### src/rtl/wb_pkg.sv
// Shared types and default sizing for the writeback feed: result request struct
// and the default register count, data width and load-queue depth.
package wb_pkg;

    localparam int WB_XCNT  = 32;
    localparam int WB_XLEN  = 32;
    localparam int WB_DEPTH = 4;
    localparam int WB_SEL_W = $clog2(WB_XCNT);

    typedef struct packed {
        logic [WB_SEL_W-1:0] sel;
        logic [WB_XLEN-1:0]  data;
    } wb_req_t;

    function automatic wb_req_t wb_mk(input logic [WB_SEL_W-1:0] sel,
                                      input logic [WB_XLEN-1:0]  data);
        wb_req_t r;
        r.sel  = sel;
        r.data = data;
        return r;
    endfunction

endpackage

### src/rtl/wb_feed_if.sv
// Load-result queue port bundle: the controller (master) pushes/pops, the queue
// (slave) reports head entry, occupancy and full/empty.
interface wb_fifo_if import wb_pkg::*; #(
    parameter int DEPTH = WB_DEPTH
);
    localparam int CW = $clog2(DEPTH) + 1;

    logic          push;
    logic          pop;
    wb_req_t       wr;
    wb_req_t       rd;
    logic          full;
    logic          empty;
    logic [CW-1:0] count;

    modport master (output push, pop, wr, input rd, full, empty, count);
    modport slave  (input push, pop, wr, output rd, full, empty, count);
endinterface

### src/rtl/wb_fifo.sv
// Circular load-result queue; pointers wrap modulo DEPTH (a power of two),
// count spans 0..DEPTH so full and empty are unambiguous.
module wb_fifo import wb_pkg::*; #(
    parameter int DEPTH = WB_DEPTH
) (
    input  logic     clk,
    input  logic     rst_n,
    wb_fifo_if.slave f
);
    localparam int AW = $clog2(DEPTH);

    logic [AW-1:0] wptr_q, wptr_d, rptr_q, rptr_d;
    logic [AW:0]   count_q, count_d;
    logic          do_push, do_pop;
    wb_req_t       mem_q [DEPTH];

    assign f.full  = (count_q == (AW+1)'(DEPTH));
    assign f.empty = (count_q == '0);
    assign f.count = count_q;
    assign f.rd    = mem_q[rptr_q];

    always_comb begin
        do_push = f.push && !f.full;
        do_pop  = f.pop && !f.empty;
        wptr_d  = do_push ? wptr_q + AW'(1) : wptr_q;
        rptr_d  = do_pop  ? rptr_q + AW'(1) : rptr_q;
        count_d = count_q;
        case ({do_push, do_pop})
            2'b10:   count_d = count_q + (AW+1)'(1);
            2'b01:   count_d = count_q - (AW+1)'(1);
            default: count_d = count_q;
        endcase
    end

    always_ff @(posedge clk or negedge rst_n) begin
        if (!rst_n) begin
            wptr_q  <= '0;
            rptr_q  <= '0;
            count_q <= '0;
        end else begin
            wptr_q  <= wptr_d;
            rptr_q  <= rptr_d;
            count_q <= count_d;
        end
    end

    // Storage needs no reset: entries are only visible through count.
    always_ff @(posedge clk) begin
        if (do_push) mem_q[wptr_q] <= f.wr;
    end

endmodule

### src/rtl/wb_feed.sv
// Writeback arbiter: ALU results win, loads queue behind them, and a per-register
// pending scoreboard flags decode hazards. WB_FEED_BYPASS_EN adds forwarding ports.
module wb_feed import wb_pkg::*; #(
    parameter int XCNT  = WB_XCNT,
    parameter int XLEN  = WB_XLEN,
    parameter int DEPTH = WB_DEPTH
) (
    input  logic                    CLK,
    input  logic                    RSTN,
    input  logic                    ISSUE_VALID,
    input  logic [$clog2(XCNT)-1:0] ISSUE_SEL,
    input  logic                    ALU_VALID,
    input  logic [$clog2(XCNT)-1:0] ALU_SEL,
    input  logic [XLEN-1:0]         ALU_DATA,
    input  logic                    LSU_VALID,
    input  logic [$clog2(XCNT)-1:0] LSU_SEL,
    input  logic [XLEN-1:0]         LSU_DATA,
    output logic                    LSU_READY,
    output logic                    WB_ENABLED,
    output logic [$clog2(XCNT)-1:0] WB_WRITE_SEL,
    output logic [XLEN-1:0]         WB_WRITE_DATA,
    input  logic [$clog2(XCNT)-1:0] READ_SEL1,
    input  logic [$clog2(XCNT)-1:0] READ_SEL2,
    output logic                    WB_HAZARD1,
    output logic                    WB_HAZARD2
`ifdef WB_FEED_BYPASS_EN
   ,output logic                    BYP_VALID1,
    output logic                    BYP_VALID2,
    output logic [XLEN-1:0]         BYP_DATA1,
    output logic [XLEN-1:0]         BYP_DATA2
`endif
);
    localparam int CW = $clog2(DEPTH) + 1;

    wb_fifo_if #(.DEPTH(DEPTH)) q ();
    wb_fifo #(.DEPTH(DEPTH)) u_fifo (.clk(CLK), .rst_n(RSTN), .f(q.slave));

    logic            alu_hit, lsu_hit, direct;
    logic            wb_en_q, wb_en_d;
    wb_req_t         wb_req_q, wb_req_d;
    logic [XCNT-1:0] pending_q, pending_d;

    // Ready comes from registered occupancy only, so a same-cycle pop never frees a slot.
    assign LSU_READY = (q.count < CW'(DEPTH));

    always_comb begin
        alu_hit = ALU_VALID && (ALU_SEL != '0);
        lsu_hit = LSU_VALID && LSU_READY && (LSU_SEL != '0);
        direct  = lsu_hit && q.empty && !alu_hit;
        q.push  = lsu_hit && !direct;
        q.pop   = !alu_hit && !q.empty;
        q.wr    = wb_mk(LSU_SEL, LSU_DATA);
        wb_en_d = alu_hit || !q.empty || direct;
        if (alu_hit)       wb_req_d = wb_mk(ALU_SEL, ALU_DATA);
        else if (!q.empty) wb_req_d = q.rd;
        else               wb_req_d = q.wr;
    end

    // Clear on the committing write, then set, so a re-issue on the commit cycle wins.
    always_comb begin
        pending_d = pending_q;
        if (wb_en_q) pending_d[wb_req_q.sel] = 1'b0;
        if (ISSUE_VALID && (ISSUE_SEL != '0)) pending_d[ISSUE_SEL] = 1'b1;
    end

    always_ff @(posedge CLK or negedge RSTN) begin
        if (!RSTN) begin
            wb_en_q   <= 1'b0;
            wb_req_q  <= '0;
            pending_q <= '0;
        end else begin
            wb_en_q   <= wb_en_d;
            wb_req_q  <= wb_req_d;
            pending_q <= pending_d;
        end
    end

    assign WB_ENABLED    = wb_en_q;
    assign WB_WRITE_SEL  = wb_req_q.sel;
    assign WB_WRITE_DATA = wb_req_q.data;

`ifdef WB_FEED_BYPASS_EN
    always_comb begin
        BYP_VALID1 = wb_en_q && (wb_req_q.sel == READ_SEL1) && (READ_SEL1 != '0);
        BYP_VALID2 = wb_en_q && (wb_req_q.sel == READ_SEL2) && (READ_SEL2 != '0);
        BYP_DATA1  = wb_req_q.data;
        BYP_DATA2  = wb_req_q.data;
        WB_HAZARD1 = pending_q[READ_SEL1] && !BYP_VALID1;
        WB_HAZARD2 = pending_q[READ_SEL2] && !BYP_VALID2;
    end
`else
    assign WB_HAZARD1 = pending_q[READ_SEL1];
    assign WB_HAZARD2 = pending_q[READ_SEL2];
`endif

endmodule
### config.mk
export PLATFORM = sky130hd
export DESIGN_NAME = wb_feed
export DESIGN_NICKNAME = d
export VERILOG_FILES = /design/src/rtl/wb_pkg.sv /design/src/rtl/wb_feed_if.sv /design/src/rtl/wb_fifo.sv /design/src/rtl/wb_feed.sv
export SDC_FILE = /design/constraint.sdc
export NUM_CORES = 1
export LEC_CHECK = 0
export CELL_PAD_IN_SITES_DETAIL_PLACEMENT = 0
export CELL_PAD_IN_SITES_GLOBAL_PLACEMENT = 1
export CORE_AREA = 4 4 165 151
export DETAILED_ROUTE_END_ITERATION = 10
export DIE_AREA = 0 0 169 155
export PLACE_DENSITY = 0.83
export SETUP_SLACK_MARGIN = 0.3
export SLEW_MARGIN = 20
export SYNTH_ARGS = -nofsm -noshare
export SYNTH_HDL_FRONTEND = slang
export SYNTH_HIERARCHICAL = 1
export SYNTH_SLANG_ARGS = --single-unit
### constraint.sdc
create_clock -name CLK -period 2.5 [get_ports CLK]
set_input_delay 0.5 -clock CLK [delete_from_list [all_inputs] [get_ports CLK]]
set_output_delay 0.5 -clock CLK [all_outputs]
set_load 0.02 [all_outputs]
# Yosys cells after proc, flatten, opt, wreduce, memory -nomap -nowiden
# Memories as Yosys holds them, arrays and structs flattened.
# Index checks and enable logic that the tools add are counted.
[totals]
mem_bits_rw = 148
mem_bits_ro = 0
memories = 1
out_inout_bits = 41
latchBits = 0
input_bits = 94
regBits = 77
elab_cells = 63
[memory_table]
columns = ["memory", "words", "width", "read_ports", "rd_clocked_by_memory_dff", "wr", "line_no", "rtl"]
rows = [
  ["u_fifo.mem_q", 4, 37, 1, 0, 1, "wb_fifo.sv:15", "wb_req_t mem_q [DEPTH];"],
]
[classes]
multipliers = 0
n_mux = 15
n_eq_ne = 3
n_div = 0
shifts = 0
magnitude_cmp = 7
addsub = 4
bitwise_logic = 3
n_reduce_logical = 23
[op_table]
columns = ["cell", "count"]
rows = [
  ["$mux W37", 2],
  ["$mux W32", 2],
  ["$and A32 B32 Y32", 1],
  ["$not A32 Y32", 1],
  ["$or A32 B32 Y32", 1],
  ["$lt A5 B6 Y1 const B", 4],
  ["$reduce_bool A5 Y1", 3],
  ["$logic_and A1 B1 Y1", 12],
  ["$bmux W1 S5", 2],
  ["$demux W1 S5", 2],
  ["$ge A5 B1 Y1 const B", 2],
  ["$mux W1", 6],
  ["$pmux W3 S2", 1],
  ["$add A2 B1 Y2 const B", 2],
  ["$logic_not A1 Y1", 4],
  ["$add A3 B1 Y3 const B", 1],
  ["$eq A3 B3 Y1 const B", 1],
  ["$logic_not A3 Y1", 1],
  ["$lt A3 B3 Y1 const B", 1],
  ["$sub A3 B1 Y3 const B", 1],
  ["$eq A2 B1 Y1 const B", 1],
  ["$eq A2 B2 Y1 const B", 1],
  ["$logic_or A1 B1 Y1", 2],
  ["$reduce_bool A2 Y1", 1],
]

# Logic depth before layout (Yosys ltp)
[logic_depth]
depth_word = 10
mapped_depth = 13
depth_no_buf = 11

# Hierarchy
# The synthesis kept the hierarchy.
[modules_own_cells]
columns = ["mod", "instances", "area_each_um2", "cells_per_inst", "seq_area_each_um2"]
rows = [
  ["wb_fifo", 1, 5755.5, 230, 4619.4],
  ["wb_feed", 1, 3687.3, 374, 1751.7],
]

# Worst setup path before layout
# No wires, ideal clock.
[synth_timing]
path_kind = "input to register"
start = "in ALU_SEL[0]"
end = "reg u_fifo.count_q[2] (netlist: u_fifo/f.count[2])"
t_arrival_ps = 2716
t_required_ps = 2421
cell_stages = 13
slack_ps = -295
n_path_buf = 2
setup_time_ps = 79
cell_sequence = "or4_1 o21ai_2 buf_4 buf_6 a21oi_1 nor2b_2 inv_1 ha_1 inv_1 fa_1 xor2_1 nor2_1 xor2_1"
[synth_between]
elab_chain_cells = 9
word_cells_on_any_way = 13
classes_between = "2 x eq/ne; 1 x mux; 10 x reduce/logical"
[synth_rtl]
columns = ["element", "line_no", "rtl"]
rows = [
  ["start: declaration", "wb_feed.sv:13", "input logic [$clog2(XCNT)-1:0] ALU_SEL,"],
  ["$reduce_bool A5 Y1 (*)", "wb_feed.sv:47", "alu_hit = ALU_VALID && (ALU_SEL != '0);"],
  ["$logic_and A1 B1 Y1 (*)", "wb_feed.sv:47", ""],
  ["$logic_not A1 Y1 (*)", "wb_feed.sv:49", "direct = lsu_hit && q.empty && !alu_hit;"],
  ["$logic_and A1 B1 Y1 (*)", "wb_feed.sv:49", ""],
  ["$logic_not A1 Y1 (*)", "wb_feed.sv:50", "q.push = lsu_hit && !direct;"],
  ["$logic_and A1 B1 Y1 (*)", "wb_feed.sv:50", ""],
  ["via q.push", "wb_feed_if.sv:8", "logic push;"],
  ["$logic_and A1 B1 Y1 (*)", "wb_fifo.sv:23", "do_push = f.push && !f.full;"],
  ["$eq A2 B1 Y1 or $eq A2 B2 Y1 (tied branches)", "wb_fifo.sv:28", "case ({do_push, do_pop})"],
  ["$pmux W3 S2 or $reduce_bool A2 Y1 (tied branches)", "n/a", ""],
  ["end signal: assignment", "wb_fifo.sv:43", "count_q <= count_d;"],
  ["end: declaration", "wb_fifo.sv:13", "logic [AW:0] count_q, count_d;"],
]
# Mark *: on every way through the listed nets, which the timed path passes. The rest lies on a longest branch.
# A chain may end at the register's enable or synchronous reset.

# Final worst setup path
[layout_timing]
start = "reg pending_q[19]"
end = "out WB_HAZARD1"
[layout_between]
elab_chain_cells = 2
[layout_rtl]
columns = ["element", "line_no", "rtl"]
rows = [
  ["start: declaration", "wb_feed.sv:41", "logic [XCNT-1:0] pending_q, pending_d;"],
  ["start signal: assignment", "wb_feed.sv:74", "pending_q <= pending_d;"],
  ["$bmux W1 S5", "wb_feed.sv:92", "assign WB_HAZARD1 = pending_q[READ_SEL1];"],
  ["$mux W1 (not written as such)", "wb_feed.sv:92", ""],
  ["end: declaration", "wb_feed.sv:24", "output logic WB_HAZARD1,"],
]
# No other way between the ends. The select of a mux whose other input is x is not followed.

==> results.cfg <==
[power_and_ir_drop]
p_sw_uw = 4070
vdd_drop_max_mv = 0.569
p_leak_uw = 0.00455
pwr-share-clk = 0.259
p_int_uw = 9060
pwr-share-seq = 0.416
p_comb_frac = 0.325
power_density_nw_per_um2 = 1050
total_power_uw = 13100
swShare = 0.310

[run_status]
status = completed

[timing]
setup_slack_ns = 0.185
hold_violations = 0
rsz0062_at_grt = yes
fmax_ghz = 0.432
final_max_slew_viol_count = 0
max_slew_margin = 0.479
finalCriticalPeriod_ns = 2.31
post-route-period-util = 0.926
tightest_slew_ns = 0.782
fin_setup_tns_ns = 0
setup_viol = 0
fin_worst_skew_ns = 0.00677

[synth]
syn_area_sq_um = 9440
ys_seq_elements = 225
ys_warn_count = 6
synth_cell_type_count = 41
async_flop_share = 0.342
ys_seq_area_frac = 0.675
synth_edf_count = 148
synth_ff_type = edfxtp_1
syn_avg_cell_area_sq_um = 15.6
syn_nets = 704
syn_inst = 604

[critical_path]
arrival_ns = 1.81
cp-start-kind = flop
path_max_fanout = 3
critPathKind = reg2out
r2r_cells = 10
crit_required_ns = 2.00
worstSetupEndpointType = output port
worstReg2RegStart = u_fifo/f.count[0]$_DFFE_PN0P_
r2r_slack_ns = 0.34
r2r-end = u_fifo/f.count[2]$_DFFE_PN0P_

[floorplan]
start_util = 0.408
core_sq_um = 23100
rows = 53
io_pins = 135
die_y_microns = 155
die-area_sq_um = 26200
die_x_microns = 169

[clocking]
cts-buffers-inserted = 24
clkLatencyLatePin_ns = 0.52
cts_max_path_buffers = 3
htree_levels = 1
numClockSinks = 225
cts-root-buf = clkbuf_16
cts.clk_slew.worst_paths_ns = 0.06
cts_tree = done

[drt]
via_per_inst = 5.23
first_iter_violations = 470
wirelength_microns = 22500
top_layer = met4
vias = 5889
drt_first_pass_iters = 5
wl_met2_microns = 10800
met1Wirelength_microns = 9680
avgRoutedWirePerCell_microns = 20.0
drc = 0
ant_nets = 0
wl_met3_microns = 1680

[placed_design]
place_hpwl_microns = 14900
gp_congestion = 0.838
dp.cells = 1066
pre_cts_ws_ns = -0.599
port_buffers = 134

[min_path]
hold_path.class = in2async

[global_route]
grt_use_total = 0.168
grt_overflow_total = 0
grt_pass1_wl_microns = 34700
grt_pass1_vias = 6177
antenna_found_initial = 1
grt_max_degree = 57

[layout]
final-seq-area_sq_um = 6380
post-route-util = 0.539
multiInputGateArea_sq_um = 2950
final_cells = 1126
layout-drive-gt1-share = 0.219
final_nets = 906
fillers = 1879
area_delta_synth_final_pct = 32.2

[run]
max-cap-violations = 0
-- logic make-up (layout without fill, tap and decap cells) --
logic type                 Yosys count  in the layout  share of synthesized area
buffers and inverters               34            252                     0.0199
DFF                                225            225                      0.675
adders and majority gates            6              6                    0.00875
and+or+nand+nor                    103            104                     0.0563
AOI/OAI and AO/OA                  122            122                     0.0709
muxes                              108            108                      0.164
other                                0              1                          0
xor gates and xnor gates             6              6                    0.00557
-- metal layers --
layer  global-route usage  vias to the layer above
li1                     -                     2735
met2                0.274                      210
met3               0.0407                       29
met5                    0                        -
met4               0.0406                        0
met1                0.230                     2915
-- how the worst max path moves through the flow --
stage	startpoint	to	slack, ns	cells after the start
floorplan	ALU_SEL[0]	u_fifo/f.count[2]$_DFFE_PN0P_	-0.21	13
global route	pending_q[27]$_DFF_PN0_	WB_HAZARD1	0.06	6
finish	pending_q[19]$_DFF_PN0_	WB_HAZARD1	0.19	6
CTS	pending_q[27]$_DFF_PN0_	WB_HAZARD1	0.16	6
detailed placement	ALU_SEL[0]	u_fifo/f.count[2]$_DFFE_PN0P_	-0.60	11
global placement	ALU_SEL[0]	u_fifo/f.count[2]$_DFFE_PN0P_	-0.54	11
-- critical path, stage by stage (launching register included) --
cell,delay [ns]
dfrtp_1,0.41
mux2i_1,0.16
a22oi_1,0.11
nand4b_1,0.10
a21oi_1,0.05
a311o_1,0.34
buf_6,0.14
-- power by group through the flow --
stage / sequential, uW / clock, uW / combinational [uW]
CTS: 5470 / 3460 / 4270
global placement: 5520 / 0 / 4150
detailed placement: 5530 / 0 / 4200
global route: 5570 / 3630 / 4650
floorplan: 5530 / 0 / 2470
finish: 5470 / 3400 / 4270
-- flip-flops by register name, summed over array words and instances (netlist names) --
signal and flops:
u_fifo/mem_q 148, u_fifo/wptr_q 2, WB_ENABLED 1, u_fifo/rptr_q 2, WB_WRITE_SEL 5, pending_q 32
u_fifo/f.count 3, WB_WRITE_DATA 32
-- placed cells by master (no fill, tap or decap), types with 3 or more instances in the layout --
cell,netlist,final
edfxtp_1,148,148
clkdlybuf4s50_1,0,115
dfrtp_1,77,73
mux2i_1,68,68
o21ai_0,61,61
buf_4,3,54
a21oi_1,42,41
nor2_1,41,40
mux4_2,37,37
clkbuf_16,0,25
nand2_1,16,16
nand3b_1,10,10
buf_12,0,10
nand3_1,9,9
a22oi_1,8,8
clkbuf_1,3,7
inv_1,8,6
buf_6,4,6
dlygate4sd2_1,0,6
clkinv_2,0,5
buf_2,15,5
dfrtp_2,0,4
or3b_2,4,4
nor2b_1,5,4
and2_2,0,4
ha_1,5,4
mux2_2,3,3
and2_4,0,3
xnor2_1,3,3
xor2_1,3,3
-- final cells by class --
class                   instances  share of cell area
flip-flops and latches        225               0.511
multi-input cells             346               0.236
repair buffers                201               0.159
clock buffers                  34              0.0544
well taps                     302              0.0303
clock inverters                 9             0.00631
inverters                       8             0.00241
diodes                          1            0.000200
-- synthesized netlist by cell type, types with 2 or more instances --
master / n / share of area
a211oi_1: 2 / 0.0016
a21oi_1: 42 / 0.022
a22o_1: 2 / 0.0019
a22oi_1: 8 / 0.0064
a311o_1: 2 / 0.0021
and2_1: 6 / 0.0040
buf_2: 15 / 0.0079
buf_4: 3 / 0.0024
buf_6: 4 / 0.0048
clkbuf_1: 3 / 0.0012
dfrtp_1: 77 / 0.20
edfxtp_1: 148 / 0.47
ha_1: 5 / 0.0066
inv_1: 8 / 0.0032
mux2_2: 3 / 0.0036
mux2i_1: 68 / 0.072
mux4_2: 37 / 0.088
nand2_1: 16 / 0.0064
nand2b_1: 2 / 0.0013
nand3_1: 9 / 0.0048
nand3b_1: 10 / 0.0079
nand4b_1: 2 / 0.0019
nor2_1: 41 / 0.016
nor2b_1: 5 / 0.0033
o21ai_0: 61 / 0.032
or3_1: 2 / 0.0013
or3b_2: 4 / 0.0037
or4_1: 2 / 0.0016
xnor2_1: 3 / 0.0028
xor2_1: 3 / 0.0028
-- repair_timing --
item	4_1_cts	5_1_grt
setup endpoints to repair	155	40
pin swaps	13	12
gates cloned	2	1
resized for setup	65	5
setup buffers	10	3
hold endpoints to repair	0	0
hold buffers	0	0
-- per-stage QoR --
stage / area (sq um) / hold slack (ns)
after floorplan: 9490 / 0.204
after global placement: 11600 / 0.509
after detailed placement: 11600 / 0.509
after CTS: 12400 / 0.0589
after global routing: 12500 / 0.0882
final: 12500 / 0.0295
(Power assumes the default switching activity.)
